==> src/rtl/spi_pkg.sv <==
// spi_pkg: shared types, stream word layout and defaults for the SPI stream arbiter
package spi_pkg;
    typedef enum logic {IDLE, BUSY} state_t;
    localparam int NUM_REQ = 2;
    localparam logic [15:0] DEFAULT_TIMEOUT_CYC = 16'hFFFF;
    localparam int CMD_MSB = 31;
    localparam int CMD_LSB = 28;
    localparam int ADDR_MSB = 27;
    localparam int ADDR_LSB = 24;
    localparam int LEN_MSB = 23;
    localparam int LEN_LSB = 16;
    localparam int WDATA_MSB = 15;
    localparam int WDATA_LSB = 0;
    function automatic logic [3:0] tx_cmd(input logic [31:0] w);
        return w[CMD_MSB:CMD_LSB];
    endfunction
endpackage

==> src/rtl/spi_rr_arb2.sv <==
// spi_rr_arb2: combinational two-way round-robin picker, the loser of the last grant wins ties
module spi_rr_arb2
    import spi_pkg::*;
(
    input  logic [NUM_REQ-1:0] req,
    input  logic               last_grant,
    output logic [NUM_REQ-1:0] gnt
);
    assign gnt[0] = req[0] & (~req[1] | last_grant);
    assign gnt[1] = req[1] & (~req[0] | ~last_grant);
endmodule

==> src/rtl/spi_stream_arbiter.sv <==
// spi_stream_arbiter: shares one SPI master stream port between two requesters,
// one tx word per grant, grant held until end-of-transmit or watchdog expiry
module spi_stream_arbiter
    import spi_pkg::*;
#(
    parameter logic [15:0] TIMEOUT_CYC = DEFAULT_TIMEOUT_CYC
) (
    input  logic        pclk_i,
    input  logic        rst_n_i,
    input  logic [31:0] req0_tx_data_i,
    input  logic        req0_tx_vld_i,
    output logic        req0_tx_rdy_o,
    input  logic [15:0] req0_clk_div_i,
    output logic [31:0] req0_rx_data_o,
    output logic        req0_rx_vld_o,
    input  logic        req0_rx_rdy_i,
    output logic        req0_eot_o,
    input  logic [31:0] req1_tx_data_i,
    input  logic        req1_tx_vld_i,
    output logic        req1_tx_rdy_o,
    input  logic [15:0] req1_clk_div_i,
    output logic [31:0] req1_rx_data_o,
    output logic        req1_rx_vld_o,
    input  logic        req1_rx_rdy_i,
    output logic        req1_eot_o,
    output logic [31:0] m_tx_data_o,
    output logic        m_tx_vld_o,
    input  logic        m_tx_rdy_i,
    input  logic [31:0] m_rx_data_i,
    input  logic        m_rx_vld_i,
    output logic        m_rx_rdy_o,
    input  logic        m_eot_i,
    output logic [15:0] m_clk_div_o,
    output logic        m_clk_div_vld_o,
    output logic [1:0]  grant_o,
    output logic        busy_o,
    output logic        timeout_o
);
    state_t      state;
    logic [1:0]  grant, pick;
    logic        last_grant, tx_done, busy, wd_hit, end_txn, sel_vld;
    logic [15:0] clk_div, cnt;

    spi_rr_arb2 u_arb (
        .req        ({req1_tx_vld_i, req0_tx_vld_i}),
        .last_grant (last_grant),
        .gnt        (pick)
    );

    assign busy    = state == BUSY;
    assign wd_hit  = busy && TIMEOUT_CYC != 16'd0 && cnt == TIMEOUT_CYC - 16'd1;
    assign end_txn = busy && (m_eot_i || wd_hit);
    assign sel_vld = grant[1] ? req1_tx_vld_i : grant[0] & req0_tx_vld_i;

    assign m_tx_vld_o      = sel_vld & ~tx_done;
    assign m_tx_data_o     = grant[1] ? req1_tx_data_i : grant[0] ? req0_tx_data_i : '0;
    assign req0_tx_rdy_o   = grant[0] & m_tx_rdy_i & ~tx_done;
    assign req1_tx_rdy_o   = grant[1] & m_tx_rdy_i & ~tx_done;
    assign req0_rx_data_o  = m_rx_data_i;
    assign req1_rx_data_o  = m_rx_data_i;
    assign req0_rx_vld_o   = grant[0] & m_rx_vld_i;
    assign req1_rx_vld_o   = grant[1] & m_rx_vld_i;
    assign m_rx_rdy_o      = (grant[0] & req0_rx_rdy_i) | (grant[1] & req1_rx_rdy_i);
    assign req0_eot_o      = grant[0] & end_txn;
    assign req1_eot_o      = grant[1] & end_txn;
    // eot wins over a coincident watchdog expiry
    assign timeout_o       = wd_hit & ~m_eot_i;
    assign m_clk_div_o     = clk_div;
    assign m_clk_div_vld_o = busy;
    assign grant_o         = grant;
    assign busy_o          = busy;

    always_ff @(posedge pclk_i or negedge rst_n_i) begin
        if (!rst_n_i) begin
            state      <= IDLE;
            grant      <= '0;
            last_grant <= 1'b1;
            tx_done    <= 1'b0;
            clk_div    <= '0;
            cnt        <= '0;
        end else if (state == IDLE) begin
            if (|pick) begin
                state   <= BUSY;
                grant   <= pick;
                clk_div <= pick[1] ? req1_clk_div_i : req0_clk_div_i;
                tx_done <= 1'b0;
                cnt     <= '0;
            end
        end else if (end_txn) begin
            state      <= IDLE;
            last_grant <= grant[1];
            grant      <= '0;
        end else begin
            if (m_tx_vld_o && m_tx_rdy_i) tx_done <= 1'b1;
            if (cnt != 16'hFFFF) cnt <= cnt + 16'd1;
        end
    end
endmodule

==> config.mk <==
export PLATFORM = sky130hd
export DESIGN_NAME = spi_stream_arbiter
export DESIGN_NICKNAME = d
export VERILOG_FILES = /design/src/rtl/spi_pkg.sv /design/src/rtl/spi_rr_arb2.sv /design/src/rtl/spi_stream_arbiter.sv
export SDC_FILE = /design/constraint.sdc
export NUM_CORES = 1
export LEC_CHECK = 0
export CORE_AREA = 2 2 102 104
export DETAILED_ROUTE_END_ITERATION = 8
export DIE_AREA = 0 0 104 106
export GPL_ROUTABILITY_DRIVEN = 0
export GPL_TIMING_DRIVEN = 0
export PLACE_DENSITY = 0.88
export SYNTH_ARGS = -nofsm -noshare
export SYNTH_HDL_FRONTEND = slang
export SYNTH_HIERARCHICAL = 1
export SYNTH_SLANG_ARGS = --single-unit
==> constraint.sdc <==
create_clock -name pclk_i -period 3.8 [get_ports pclk_i]
set_input_delay 0.76 -clock pclk_i [delete_from_list [all_inputs] [get_ports pclk_i]]
set_output_delay 0.76 -clock pclk_i [all_outputs]
set_load 0.1 [all_outputs]
==> results of run 1 <==
## worst paths after layout
path	start	endpoint	slack, ns	depth (start not counted)
worst min-delay path	m_clk_div_o[13]	m_clk_div_o[13]	0.49	2
worst max register to register	last_grant	cnt[1]	1.37	6
worst min register to register	m_clk_div_o[13]	m_clk_div_o[13]	0.49	2
max in group asynchronous	rst_n_i	m_clk_div_o[2]	2.72	1
worst max-delay path	grant_o[0]	m_tx_data_o[10]	0.12	4
min in group asynchronous	rst_n_i	cnt[15]	0.56	1
## cells by family (layout without fill, tap and decap cells)
logic type,count (synthesis),count (layout),share of synthesized area (%)
muxes,20,20,6.78
other,0,1,0
AOI/OAI and AO/OA,96,96,23.9
and+or+nand+nor,91,91,17.1
buffers and inverters,96,332,20.5
adders and majority gates,2,2,0.832
DFF,37,37,30.8
## critical path: stages, from the launching register on
cell and delay [ns]:
dfrtp_1 0.53, nor2b_1 0.35, clkbuf_1 0.40, a22o_1 0.19, clkdlybuf4s50_1 1.15
## routing by layer
layer	GRT usage (%)	vias to the layer above	wire length [um]
met4	6.37	0	174
met2	43.3	199	7070
met5	0	-	0
met3	3.62	14	862
met1	25.2	1687	4930
li1	-	1644	-
## cell type report
type / instances / area share (%)
clock inverter: 3 / 0.315
clock buffer: 5 / 1.24
inverter: 10 / 0.676
sequential: 37 / 16.7
multi-input combinational: 209 / 26.5
buffer: 86 / 10.4
timing repair buffer: 228 / 41.0
tap: 136 / 3.06
antenna: 1 / 0.0450
## power breakdown
part           leakage (nW)  internal (mW)  total [mW]  switching [mW]
combinational          2.11          0.865        3.81            2.95
sequential            0.478          0.526       0.647           0.121
clock                0.0439          0.127       0.274           0.148
total                  2.63           1.52        4.73            3.21
## sequential cells by signal, summed over array words and instances (netlist names)
name,cells
cnt,16
m_clk_div_o,16
busy_o,1
last_grant,1
grant_o,2
tx_done,1
## synthesized netlist by cell type, types with 2 or more instances
library cell  count  area share [%]
a22o_1           35              10
mux2_2            3             1.1
buf_2             4            0.67
dfrtp_1          36              30
nor2b_1           3            0.62
inv_1            10             1.2
and3_1            3            0.62
a211o_1           5             1.5
ha_1              2            0.83
nand2_1          34             4.2
nor3_1            4            0.67
buf_4            65              16
nand3_1           6             1.0
o21ai_0          25             4.2
buf_1             2            0.25
nor4b_1           2            0.58
nand4_1           4            0.83
o211ai_1          2            0.50
o21a_1            4             1.0
or2_2             2            0.42
and2_1            2            0.42
o211a_1           2            0.67
nor3b_1           2            0.50
nor4_1            7             1.5
a21oi_1           4            0.67
a21o_1            3            0.75
o22ai_1           2            0.42
nor2_1            9             1.1
mux2i_1          17             5.7
a22oi_1           2            0.50
clkbuf_1         14             1.7
nand2b_1          3            0.62
or4_4             2            0.75
## stage by stage
stage	instance area [um^2]	hold WS (ns)
final	5560	0.492
after floorplan	3020	0.464
after global placement	5470	0.463
after global routing	5560	0.512
after detailed placement	5460	0.476
after CTS	5520	0.493
==> flow_summary.toml, run 1 <==
[final_layout]
multi_input_comb_area_um2 = 1470
final_cells = 715
n_fill_cell = 886
finalNetCount = 716
seq_area_um2 = 927
drive_gt1_share_pct = 17.1
final_core_util_pct = 55.6
layout_commonest_cell = "clkdlybuf4s50_1"
final_cell_mix = "195 x clkdlybuf4s50_1, 65 x buf_4, 36 x dfrtp_1, 35 x a22o_1, 34 x nand2_1"
areaGrowthSynthToFinish_pct = 84.8

[grt]
grt_pass1_wl_mm = 19.5
antenna_found_initial = 1
grt_overflow = 0
grt_pass1_vias = 3620
track_usage_pct = 22.4
grt_max_degree = 38

[sta]
rsz0062_at_grt = "false"
final_hold_viol_count = 0
max_freq_ghz = 0.271
worstMarginPinSlew_ns = 1.08
final.min_clock_period_ns = 3.68
layout_worst_path_cycle_share_pct = 96.9
finalMaxSlewViolations = 0
fin_skew_ns = 0.00365
tns_ns = 0
relSlewSlack_pct = 28.5
setup_viol = 0
fin_ws_ns = 0.116

[logic_synthesis]
ys_warn_count = 6
async_flop_share_pct = 100
syn_inst = 342
synth_seq_cells = 37
synth_area_um2 = 3010
synth_edf_count = 0
synth.distinct_cells = 55
yosysSeqAreaShare_pct = 30.8
avgSynthCellArea_um2 = 8.79
syn-num-nets = 481
synthFlopType = "dfrtp_1"

[floorplanning]
start_util_pct = 30.1
die-area_um2 = 11000
fp.dieW_um = 104
num_rows = 37
pin_count = 262
die_h_um = 106
core_um2 = 10000

[pwr]
peakVddDrop_v = 0.000489
finalPower_mw = 4.73
p_leak_nw = 2.63
p_per_area_nw_per_um2 = 852

[placed_design]
place_inst = 706
io_buffer_count = 228
dpl.hpwl_mm = 11.0
pre_cts_ws_ns = 0.161

[route]
viasPerCell = 4.96
drc = 0
routed_wl_mm = 13.0
wl_per_cell_um = 18.2
vias = 3544
drt_iter0_drc = 252
ant_nets = 0
first_pass_iters = 5

[worst_setup_path]
cp_data_arrival_time_ns = 2.92
crit_required_ns = 3.04
setup.worst_path.end_class = "output pin"
critPathLaunchType = "register"
path_max_fanout = 10
path_class = "reg -> out"

[clock_network]
worstSkewPairLatency_ns = 0.29
cts_hold_buf = 0
cts_resized = 21
cts_made_buffers = 5
cts_tree = "built"
cts_setup_buffers = 0
cts-root-buf = "clkbuf_8"
cts_buffer_depth = 2
cts_sinks = 37
h-tree-depth = 2
clkTransAtPathRegs_ns = 0.07

[flow_run]
maxCapViolCount = 0

[min_path]
hp-class = "reg -> reg"

[status]
status = "finished, final reports clean"
Power figures use the tool's default switching activity.
==> inputs of run 2 (changes only) <==
- RECOVER_POWER: default -> 50
==> flow_summary.toml, run 2 (synthesized netlist as in run 1, its figures left out) <==
[final_layout]
areaGrowthSynthToFinish_pct = 84.8
n_fill_cell = 888
final_core_util_pct = 55.6
final_cells = 716
drive_gt1_share_pct = 16.8
final_area_um2 = 5560
layout_commonest_cell = "clkdlybuf4s50_1"
final_cell_mix = "138 x clkdlybuf4s50_1, 65 x buf_4, 57 x dlygate4sd3_1, 36 x dfrtp_1, 35 x a22o_1"
finalNetCount = 716

[route]
vias = 3491
first_pass_iters = 4
drt_iter0_drc = 265
met1_length_mm = 4.85
ant_nets = 0
drc = 0
routed_wl_mm = 12.9
highest_layer = "met4"
wl_per_cell_um = 18.0
viasPerCell = 4.88
wl_met2_mm = 7.07
route.met3.wl_um = 862

[status]
violations = "max-capacitance violations, max-slew violations"
status = "complete, but fails checks"

[grt]
grt_max_degree = 38
grt_overflow = 0
grt_pass1_vias = 3620
antenna_found_initial = 1
track_usage_pct = 22.4
grt_pass1_wl_mm = 19.5

[placed_design]
dpl.hpwl_mm = 11.0
place_inst = 706
io_buffer_count = 228
place_area_um2 = 5460

[min_path]
hp-class = "reg -> reg"

[floorplanning]
fp.dieW_um = 104
die-area_um2 = 11000
num_rows = 37
pin_count = 262
start_util_pct = 30.1
core_um2 = 10000
die_h_um = 106

[pwr]
p_leak_nw = 2.66
peakVddDrop_v = 0.000489
p_per_area_nw_per_um2 = 842

[clock_network]
cts_hold_buf = 0
h-tree-depth = 2
cts-root-buf = "clkbuf_8"
cts_buffer_depth = 2
cts_tree = "built"
cts_made_buffers = 5
clkTransAtPathRegs_ns = 0.08
cts_sinks = 37
worstSkewPairLatency_ns = 0.29
cts_setup_buffers = 0

[sta]
final_hold_viol_count = 0
relSlewSlack_pct = -32.8
hold_slack_ns = 0.487
max_freq_ghz = 0.272
worstMarginPinSlew_ns = 1.99
layout_worst_path_cycle_share_pct = 96.9
finalMaxSlewViolations = 38
final.min_clock_period_ns = 3.68
fin_skew_ns = 0.00365
rsz0062_at_grt = "false"
tns_ns = 0
setup_viol = 0

[worst_setup_path]
path_max_fanout = 10
crit_required_ns = 3.04
cp_data_arrival_time_ns = 2.92
path_class = "reg -> out"
critPathLaunchType = "register"
setup.worst_path.end_class = "output pin"

[flow_run]
maxCapViolCount = 1
-- run 2: cell types whose count changed in the layout (fill, tap and decap cells not counted) --
| cell | previous run | this run |
|---|---|---|
| clkbuf_1 | 14 | 17 |
| diode_2 | 1 | 2 |
| dlygate4sd3_1 | 0 | 57 |
| clkdlybuf4s50_1 | 195 | 138 |
| buf_2 | 5 | 3 |
| buf_1 | 2 | 1 |
-- run 2: final cells by class --
type                            count  area [um^2]  share of cell area (%)
Antenna cell                        2         5.00                  0.0901
Sequential cell                    37          927                    16.7
Inverter                           10         37.5                   0.676
Clock buffer                        5         68.8                    1.24
Buffer                             86          578                    10.4
Clock inverter                      3         17.5                   0.315
Tap cell                          136          170                    3.06
Timing Repair Buffer              228         2280                    41.0
Multi-Input combinational cell    209         1470                    26.5
-- run 2: layer usage --
layer,vias to the layer above,track usage [%]
li1,1646,-
met1,1666,25.2
met5,-,0
met3,8,3.62
met2,171,43.3
met4,0,6.37
-- run 2: worst max-delay path, stage by stage, from the launching register on --
cell             delay, ns
dfrtp_1               0.53
nor2b_1               0.36
clkbuf_1              0.40
a22o_1                0.19
clkdlybuf4s50_1       1.15
-- run 2: path summary, 6_finish.rpt --
kind | slack [ns] | cells past startpoint | end | start
worst min-delay path | 0.49 | 2 | m_clk_div_o[14] | m_clk_div_o[14]
worst max-delay path | 0.12 | 4 | m_tx_data_o[10] | grant_o[0]
max in group asynchronous | 1.64 | 1 | m_clk_div_o[2] | rst_n_i
worst min register to register | 0.49 | 2 | m_clk_div_o[14] | m_clk_div_o[14]
worst max register to register | 1.11 | 6 | cnt[1] | last_grant
min in group asynchronous | 1.02 | 1 | cnt[0] | rst_n_i
-- run 2: timing repair --
action | CTS | global route
pin swaps | 0 | 0
gates resized for setup | 21 | 12
endpoints found under the hold margin | 0 | 0
endpoints found under the setup margin | 21 | 12
gates cloned | 0 | 0
-- run 2: where the power goes --
| group | total, mW | switching (mW) | internal, mW |
|---|---|---|---|
| registers | 0.643 | 0.117 | 0.526 |
| logic | 3.76 | 2.94 | 0.826 |
| clock network | 0.272 | 0.145 | 0.127 |
-- run 2: through the flow --
step	total power, mW	worst slack (ns)
2_1_floorplan	3.55	0.144
3_3_place_gp	4.48	0.182
3_5_place_dp	4.52	0.161
4_1_cts	4.74	0.0715
5_1_grt	4.84	0.0107
6_report	4.68	0.119
